File: src/rtl/rx_fifo_sched.sv
// Pulls 32-bit words from the 0.9GHz and 2.4GHz RX FIFOs and serializes them MSB-first
// as bytes toward the SMI side. In round-robin mode a channel is drained in bursts.
module rx_fifo_sched #(
    parameter int BURST_LEN = 4
) (
    input  logic        i_sys_clk,
    input  logic        i_reset,
    input  logic [1:0]  i_mode,
    input  logic        i_empty_09,
    input  logic        i_empty_24,
    output logic        o_pull_09,
    output logic        o_pull_24,
    input  logic [31:0] i_data_09,
    input  logic [31:0] i_data_24,
    output logic [7:0]  o_byte,
    output logic        o_byte_valid,
    input  logic        i_byte_ready,
    output logic        o_sof,
    output logic        o_chan,
    output logic        o_busy
);

    localparam logic [3:0] BURST_LIMIT = 4'(BURST_LEN - 1);

    typedef enum logic [1:0] {IDLE, REQ, LATCH, SEND} state_t;

    state_t      state;
    state_t      state_next;
    logic        last_grant;
    logic        last_grant_next;
    logic        chan_next;
    logic        pull_09_next;
    logic        pull_24_next;
    logic [3:0]  burst_cnt;
    logic [3:0]  burst_next;
    logic [1:0]  byte_idx;
    logic [31:0] word_sr;
    logic        elig_09;
    logic        elig_24;
    logic        accept;
    logic        same_elig;
    logic        burst_room;

    assign elig_09    = i_mode[0] & ~i_empty_09;
    assign elig_24    = i_mode[1] & ~i_empty_24;
    assign accept     = (state == SEND) & i_byte_ready;
    assign same_elig  = o_chan ? elig_24 : elig_09;
    // The burst limit only applies in round-robin; single-channel modes stream indefinitely
    assign burst_room = (i_mode != 2'b11) || (burst_cnt < BURST_LIMIT);

    always_ff @(posedge i_sys_clk or posedge i_reset) begin
        if (i_reset) begin
            state <= IDLE;
        end else begin
            state <= state_next;
        end
    end

    always_comb begin
        state_next      = state;
        chan_next       = o_chan;
        last_grant_next = last_grant;
        burst_next      = burst_cnt;
        pull_09_next    = 1'b0;
        pull_24_next    = 1'b0;
        case (state)
            IDLE: begin
                if (elig_09 || elig_24) begin
                    if (elig_09 && elig_24) begin
                        chan_next = ~last_grant;
                    end else begin
                        chan_next = elig_24;
                    end
                    last_grant_next = chan_next;
                    burst_next      = '0;
                    pull_09_next    = ~chan_next;
                    pull_24_next    = chan_next;
                    state_next      = REQ;
                end
            end
            REQ:   state_next = LATCH;
            LATCH: state_next = SEND;
            SEND: begin
                if (accept && (byte_idx == 2'd3)) begin
                    if (same_elig && burst_room) begin
                        pull_09_next = ~o_chan;
                        pull_24_next = o_chan;
                        if (burst_cnt < BURST_LIMIT) begin
                            burst_next = burst_cnt + 4'd1;
                        end
                        state_next = REQ;
                    end else begin
                        state_next = IDLE;
                    end
                end
            end
            default: state_next = IDLE;
        endcase
    end

    // Pulls are registered so they appear exactly in the REQ cycle; the word is latched one cycle later
    always_ff @(posedge i_sys_clk or posedge i_reset) begin
        if (i_reset) begin
            o_pull_09  <= 1'b0;
            o_pull_24  <= 1'b0;
            o_chan     <= 1'b0;
            last_grant <= 1'b1;
            burst_cnt  <= '0;
            byte_idx   <= '0;
            word_sr    <= '0;
        end else begin
            o_pull_09  <= pull_09_next;
            o_pull_24  <= pull_24_next;
            o_chan     <= chan_next;
            last_grant <= last_grant_next;
            burst_cnt  <= burst_next;
            if (state == LATCH) begin
                word_sr  <= o_chan ? i_data_24 : i_data_09;
                byte_idx <= '0;
            end else if (accept) begin
                word_sr  <= {word_sr[23:0], 8'h00};
                byte_idx <= byte_idx + 2'd1;
            end
        end
    end

    assign o_byte       = word_sr[31:24];
    assign o_byte_valid = (state == SEND);
    assign o_sof        = (state == SEND) && (byte_idx == 2'd0);
    assign o_busy       = (state != IDLE);

endmodule

File: config.mk
export PLATFORM = sky130hd
export DESIGN_NAME = rx_fifo_sched
export DESIGN_NICKNAME = d
export VERILOG_FILES = /design/src/rtl/rx_fifo_sched.sv
export SDC_FILE = /design/constraint.sdc
export NUM_CORES = 1
export LEC_CHECK = 0
export CORE_AREA = 4 4 106 58
export CTS_BUF_LIST = sky130_fd_sc_hd__clkbuf_4 sky130_fd_sc_hd__clkbuf_8
export DETAILED_ROUTE_END_ITERATION = 8
export DIE_AREA = 0 0 110 62
export PLACE_DENSITY = 0.86
export SYNTH_ARGS = -nofsm -noshare
export SYNTH_HDL_FRONTEND = slang
export SYNTH_SLANG_ARGS = --single-unit
File: constraint.sdc
create_clock -name i_sys_clk -period 4.4 [get_ports i_sys_clk]
set_input_delay 0.44 -clock i_sys_clk [delete_from_list [all_inputs] [get_ports i_sys_clk]]
set_output_delay 0.44 -clock i_sys_clk [all_outputs]
set_load 0.05 [all_outputs]
==> results.rst, run 1 <==
.. list-table::
   :header-rows: 1

   * - Metric
     - Value
   * - Dpl hpwl
     - 4680 um
   * - Min-Delay Path Depth
     - 1
   * - Count of H-tree levels built during CTS
     - 2
   * - Post-Place Worst Slack
     - 1.47 ns
   * - Timing-limited maximum frequency
     - 0.366 GHz
   * - Total met3 wirelength after detailed routing
     - 769 um
   * - Vias in the first global route
     - 2123
   * - Clk_lat worst skew
     - 0.29 ns
   * - Total of warnings raised by yosys
     - 0
   * - Worst hold path type
     - reg2reg
   * - Count of clock tree sinks
     - 44
   * - Final antenna diode count
     - 0
   * - Post-CTS Hold Buffers
     - 0
   * - Reg clk slew, reported paths
     - 0.08 ns
   * - Total negative setup slack
     - 0 ns
   * - Routed WL per cell
     - 16.2 um
   * - Count of pins on the block boundary
     - 85
   * - Number of distinct library cells after synthesis
     - 42
   * - Worst vdd ir
     - 0.294 mV
   * - DRC violation count after routing
     - 0
   * - Leak Pwr
     - 1.53 nW
   * - Max-slew violation count
     - 0
   * - Critical path fanouts, max
     - 37
   * - Critical Path Start Type
     - flop
   * - Post-Synthesis Cells
     - 263
   * - CP Data Required Time
     - 3.96 ns
   * - Number of antenna violations at the first check in global routing
     - 0
   * - Unrepaired setup endpoints after global routing
     - false
   * - Overall via count from detail_route
     - 2208
   * - Cell Pwr Density
     - 644 nW/um^2
   * - Final weighted congestion in routability-driven placement
     - 0.765
   * - Cell with the largest stage delay on the worst path
     - dfrtp_2
   * - #FFs+latches synth
     - 44
   * - Startpoint of the worst-slack reg-to-reg timing path
     - state[0]
   * - Hold slack final
     - 0.520 ns
   * - Count of port buffers added during placement
     - 84
   * - Net count after synthesis
     - 340
   * - Number of buffers on the longest clock path
     - 2
   * - Iteration-0 DRC Markers
     - 113
   * - Final worst setup slack
     - 1.67 ns
   * - Area of the core region
     - 5250 um^2
   * - Post-Synthesis Cell Area
     - 2590 um^2
   * - Worst Hold Path EP
     - burst_cnt[3]
   * - Top delay family on crit path
     - flip-flops
   * - CTS tree
     - built
   * - Sequential share of the synthesized area
     - 42.5%
   * - Area growth from synthesis to layout
     - 33.3%
   * - Final count of negative-setup-slack endpoints
     - 0
   * - Detailed route wirelength on metal2
     - 2820 um
   * - Outcome
     - finished clean
   * - FF-to-FF setup slack
     - 1.83 ns
   * - Worst path bufs/invs
     - 1
   * - Final Cycle Share
     - 62.0%
   * - Kind of capture point of the worst setup path
     - output pin
   * - Fin. Hold Viols
     - 0
   * - Fraction of final layout cells sized beyond drive strength 1
     - 7.93%
   * - Final clock skew
     - 0.00897 ns
   * - Remaining global-route overflow
     - 0
   * - Total global-route track usage
     - 19.1%
   * - Via density
     - 5.51
   * - Horizontal extent of the die
     - 110 um
   * - Routed metal-1 wire length
     - 2870 um
   * - Count of nets after finishing
     - 404
   * - Detailed-routing iteration count for the pre-antenna-repair pass
     - 5
   * - Crit Path Category
     - reg2out
   * - Pin count of the biggest net entering global routing
     - 67
   * - Slowest Stage Delay on Critical Path
     - 1.03 ns
   * - First-pass GRT wire length
     - 9940 um
   * - Post-synthesis area per instance
     - 9.85 um^2
   * - Least-Margin Pin Slew
     - 1.12 ns
   * - Die footprint
     - 6820 um^2
   * - Shortest period the worst path allows
     - 2.73 ns
   * - Beginning of the worst hold path
     - burst_cnt[3]
   * - Total detailed-routing wirelength
     - 6500 um
   * - DRT antenna net count
     - 0
   * - Row count
     - 19
   * - CTS-repair resized insts
     - 0
   * - Number of setup buffers added after CTS
     - 0
   * - Arrival time at the worst endpoint
     - 2.29 ns
   * - Max_cap viols
     - 0
   * - Clock buffers created by TritonCTS
     - 5
   * - Uppermost layer routed
     - met4
   * - Effective utilization at floorplan
     - 49.3%
   * - Depth of the worst register-to-register path
     - 5
   * - Endpoint of the worst register-to-register path
     - word_sr[18]
   * - Headroom to the max-slew limit
     - 25.5%
   * - Root Buffer
     - clkbuf_8
   * - Die H
     - 62 um
   * - Cells along the critical path
     - clkdlybuf4s50_1
==> worst register-to-register path, cell delays in order (launching register included) <==
cell and delay, ns:
dfrtp_1 0.43, ha_1 0.39, buf_4 0.32, nand2_1 0.68, a211oi_1 0.51, a21oi_1 0.07
==> synthesized netlist by cell type <==
master,count,share of area (%)
a41oi_1,1,0.34
o21bai_1,1,0.29
a21oi_1,30,5.8
buf_2,5,0.97
nand3_1,2,0.39
o22ai_1,1,0.24
o31a_4,1,0.68
mux2i_1,24,9.3
mux2_1,2,0.87
nor2b_1,2,0.48
o211ai_1,1,0.29
o21a_4,1,0.58
nand3b_1,1,0.29
and3_1,24,5.8
xnor2_1,1,0.34
o211ai_2,2,0.97
dfstp_2,1,1.0
a31oi_1,1,0.24
inv_1,8,1.2
nor3b_2,1,0.48
a211oi_1,24,7.0
buf_4,10,2.9
dfrtp_1,43,42
or3_4,1,0.43
nand4_1,3,0.72
nor3_1,1,0.19
a22oi_1,1,0.29
inv_4,1,0.24
buf_6,3,1.3
and3b_1,1,0.34
ha_1,6,2.9
buf_1,2,0.29
nand2b_1,1,0.24
o21ai_0,6,1.2
o21ai_1,4,0.77
a21bo_1,1,0.39
clkbuf_1,8,1.2
mux2_2,6,2.6
nor2_1,3,0.43
nand2_1,23,3.3
and2_1,4,0.97
o21ba_1,1,0.39
==> where the power goes <==
| part | switching [mW] | internal, mW | total, mW |
|---|---|---|---|
| sequential | 0.190 | 0.595 | 0.786 |
| combinational | 0.667 | 0.511 | 1.18 |
| clock | 0.129 | 0.131 | 0.260 |
| total | 0.986 | 1.24 | 2.22 |
==> how the worst max path moves through the flow <==
stage | start | end | slack [ns] | cells after the start
after global placement | i_byte_ready | word_sr[18] | 1.54 | 4
after detailed placement | i_byte_ready | word_sr[27] | 1.47 | 4
after floorplan | state[0] | o_sof | 2.26 | 3
after CTS | o_chan | o_chan | 1.66 | 1
final | o_chan | o_chan | 1.67 | 1
after global routing | i_byte_ready | word_sr[9] | 1.51 | 4
==> per-layer routing <==
metal / up-vias / global-route usage [%]
met5: - / 0
li1: 1068 / -
met3: 8 / 6.09
met4: 0 / 3.55
met1: 1025 / 25.8
met2: 107 / 31.0
==> area by class of cell <==
| cell class | instances | area [um^2] |
|---|---|---|
| well taps | 73 | 91.3 |
| inverters | 9 | 36.3 |
| fillers | 445 | 1800 |
| repair buffers | 85 | 848 |
| multi-input cells | 182 | 1280 |
| flip-flops and latches | 44 | 1100 |
| clock buffers | 8 | 91.3 |
==> cells in the final DEF, fill, tap and decap left out, types with 2 or more instances in the layout <==
master           count
dfrtp_1             42
inv_1                7
o21ai_0              6
nor2_1               3
nand2_1             23
a21oi_1             30
mux2_2               6
nor2b_1              2
nand4_1              3
clkdlybuf4s50_1     84
clkbuf_8             5
a211oi_1            24
mux2_1               2
nand3_1              2
and3_1              24
mux2i_1             24
and2_1               4
ha_1                 5
clkbuf_4             3
o21ai_1              4
o211ai_2             2
==> stage by stage <==
stage / std cells / area [um^2] / util [%] / power (mW)
after CTS: 401 / 3450 / 65.8 / 2.23
after global placement: 393 / 3360 / 64.0 / 1.91
after global routing: 401 / 3450 / 65.8 / 2.37
final: 401 / 3450 / 65.8 / 2.22
after floorplan: 263 / 2590 / - / 1.69
after detailed placement: 393 / 3360 / 64.0 / 1.96
==> state kept, by name (all words and copies together) (netlist names) <==
register and flops:
word_sr 32, burst_cnt 4, byte_idx 2, state 2
last_grant 1, o_chan 1, o_pull_09 1, o_pull_24 1
==> cells by family (layout without fill, tap and decap cells) <==
logic type | Yosys count | count (layout) | share of synthesized area, %
xor gates and xnor gates | 1 | 1 | 0.338
and+or+nand+nor | 67 | 67 | 14.1
muxes | 32 | 32 | 12.7
adders and majority gates | 6 | 6 | 2.90
buffers and inverters | 37 | 102 | 8.02
DFF | 44 | 44 | 42.5
AOI/OAI and AO/OA | 76 | 76 | 19.4
No activity file was read; power rests on OpenSTA's default activity.
==> run 2: changes to the inputs <==
==> config.mk (replaced) <==
export PLATFORM = sky130hd
export DESIGN_NAME = rx_fifo_sched
export DESIGN_NICKNAME = d
export VERILOG_FILES = /design/src/rtl/rx_fifo_sched.sv
export SDC_FILE = /design/constraint.sdc
export NUM_CORES = 1
export LEC_CHECK = 0
export CORE_AREA = 4 4 109 59
export CTS_BUF_LIST = sky130_fd_sc_hd__clkbuf_4 sky130_fd_sc_hd__clkbuf_8
export DETAILED_ROUTE_END_ITERATION = 8
export DIE_AREA = 0 0 113 63
export PLACE_DENSITY = 0.82
export SYNTH_ARGS = -nofsm -noshare
export SYNTH_HDL_FRONTEND = slang
export SYNTH_SLANG_ARGS = --single-unit
==> constraint.sdc (replaced) <==
create_clock -name i_sys_clk -period 2.8 [get_ports i_sys_clk]
set_input_delay 0.28 -clock i_sys_clk [delete_from_list [all_inputs] [get_ports i_sys_clk]]
set_output_delay 0.28 -clock i_sys_clk [all_outputs]
set_load 0.05 [all_outputs]
==> results.rst, run 2 (synthesis results as in run 1) <==
.. list-table::
   :header-rows: 1

   * - Metric
     - Value
   * - First-pass GRT wire length
     - 10700 um
   * - Leading cell types in the layout, fill and taps excluded
     - clkdlybuf4s50_1, dfrtp_1, a21oi_1
   * - Count of port buffers added during placement
     - 84
   * - Shortest period the worst path allows
     - 2.36 ns
   * - Hold slack final
     - 0.431 ns
   * - Pin count of the biggest net entering global routing
     - 36
   * - Root Buffer
     - clkbuf_8
   * - Unrepaired setup endpoints after global routing
     - false
   * - Routed WL per cell
     - 16.5 um
   * - Detailed-routing iteration count for the pre-antenna-repair pass
     - 4
   * - CTS tree
     - built
   * - Total power after layout
     - 3.61 mW
   * - Final Cycle Share
     - 84.4%
   * - Total global-route track usage
     - 18.8%
   * - Horizontal extent of the die
     - 113 um
   * - Total negative setup slack
     - 0 ns
   * - Critical Path Start Type
     - flop
   * - Fin. Hold Viols
     - 0
   * - Die footprint
     - 7120 um^2
   * - Count of nets after finishing
     - 410
   * - Largest registers
     - word_sr x32, burst_cnt x4
   * - Number of inserted filler cells in the final layout
     - 425
   * - Vias in the first global route
     - 2233
   * - Crit Path Category
     - reg2out
   * - Arrival time at the worst endpoint
     - 2.08 ns
   * - Overall via count from detail_route
     - 2222
   * - Most common library cell in the layout ignoring fill and taps
     - clkdlybuf4s50_1
   * - Post-CTS Hold Buffers
     - 0
   * - Timing-limited maximum frequency
     - 0.423 GHz
   * - Headroom to the max-slew limit
     - 26.5%
   * - Clk_lat worst skew
     - 0.30 ns
   * - Post-Place Worst Slack
     - 0.763 ns
   * - Dpl hpwl
     - 5060 um
   * - Effective utilization at floorplan
     - 48.0%
   * - Area growth from synthesis to layout
     - 35.7%
   * - Least-Margin Pin Slew
     - 1.10 ns
   * - Fraction of power spent switching nets
     - 43.8%
   * - Max-slew violation count
     - 0
   * - Clock Power Share
     - 13.7%
   * - FF-to-FF setup slack
     - 0.94 ns
   * - Final worst setup slack
     - 0.436 ns
   * - Number of setup buffers added after CTS
     - 0
   * - Register with the highest flop count
     - word_sr
   * - Count of pins on the block boundary
     - 85
   * - Final clock skew
     - 0.00895 ns
   * - Startpoint of the worst-slack reg-to-reg timing path
     - state[0]
   * - Number of antenna violations at the first check in global routing
     - 0
   * - Cell Pwr Density
     - 1030 nW/um^2
   * - Final count of negative-setup-slack endpoints
     - 0
   * - Depth of the worst register-to-register path
     - 6
   * - Critical path fanouts, max
     - 8
   * - Storage cell area
     - 1100 um^2
   * - Leak Pwr
     - 1.57 nW
   * - Number of buffers on the longest clock path
     - 2
   * - Max reg flops
     - 32
   * - Worst hold path type
     - in2async
   * - Die H
     - 63 um
   * - Int Power
     - 2.03 mW
   * - Iteration-0 DRC Markers
     - 129
   * - Clock buffers created by TritonCTS
     - 5
   * - DRC violation count after routing
     - 0
   * - Kind of capture point of the worst setup path
     - output pin
   * - Logic gate share of total power
     - 53.9%
   * - Area of combinational cells with multiple inputs
     - 1280 um^2
   * - Reg clk slew, reported paths
     - 0.09 ns
   * - Total detailed-routing wirelength
     - 6720 um
   * - Part of the power in registers
     - 32.4%
   * - Area of the core region
     - 5400 um^2
   * - CTS-repair resized insts
     - 0
   * - Post-route core utilization
     - 65.2%
   * - Via density
     - 5.46
   * - Max_cap viols
     - 0
   * - Endpoint of the worst register-to-register path
     - word_sr[30]
   * - CP Data Required Time
     - 2.52 ns
   * - Final antenna diode count
     - 0
   * - Fraction of final layout cells sized beyond drive strength 1
     - 9.58%
   * - Switching power
     - 1.58 mW
   * - Count of clock tree sinks
     - 44
   * - Final weighted congestion in routability-driven placement
     - 0.878
   * - Count of H-tree levels built during CTS
     - 2
   * - Row count
     - 19
   * - Remaining global-route overflow
     - 0
   * - Outcome
     - finished clean
   * - DRT antenna net count
     - 0
   * - Worst vdd ir
     - 0.533 mV
==> run 2: final cells by class <==
class                           instances  area share, %
Timing Repair Buffer                   91           25.3
Clock buffer                            6           2.17
Multi-Input combinational cell        182           36.5
Inverter                                9           1.03
Sequential cell                        44           31.4
Clock inverter                          2          0.996
Tap cell                               73           2.60
==> run 2: per-stage QoR <==
stage | cells | area [um^2]
2_1_floorplan | 263 | 2590
3_3_place_gp | 399 | 3410
3_5_place_dp | 399 | 3410
4_1_cts | 407 | 3520
5_1_grt | 407 | 3520
6_report | 407 | 3520
==> run 2: power groups by stage <==
stage          Sequential [mW]  Combinational, mW  Clock (mW)
2_1_floorplan             1.10               1.56           0
3_3_place_gp              1.15               1.87           0
3_5_place_dp              1.18               1.93           0
4_1_cts                   1.17               1.95       0.500
5_1_grt                   1.21               2.11       0.527
6_report                  1.17               1.95       0.492
==> run 2: worst max path at each step <==
stage	slack [ns]	start	to	cells after the start
4_1_cts	0.45	state[0]	o_busy	4
3_3_place_gp	0.85	state[0]	o_busy	4
3_5_place_dp	0.76	state[0]	o_busy	4
2_1_floorplan	0.82	state[0]	o_sof	3
6_report	0.44	state[0]	o_busy	4
5_1_grt	0.36	state[0]	o_busy	4
==> run 2: critical path, cell delays in order, from the launching register on <==
cell	delay (ns)
dfrtp_1	0.44
inv_1	0.10
ha_1	0.34
inv_4	0.11
clkdlybuf4s50_1	0.80
==> run 2: routing by layer <==
| metal | track usage (%) | vias to the layer above | wire (um) |
|---|---|---|---|
| li1 | - | 1085 | - |
| met1 | 23.7 | 1068 | 2920 |
| met2 | 33.0 | 57 | 3450 |
| met3 | 3.58 | 12 | 262 |
| met4 | 5.25 | 0 | 89 |
| met5 | 0 | - | 0 |
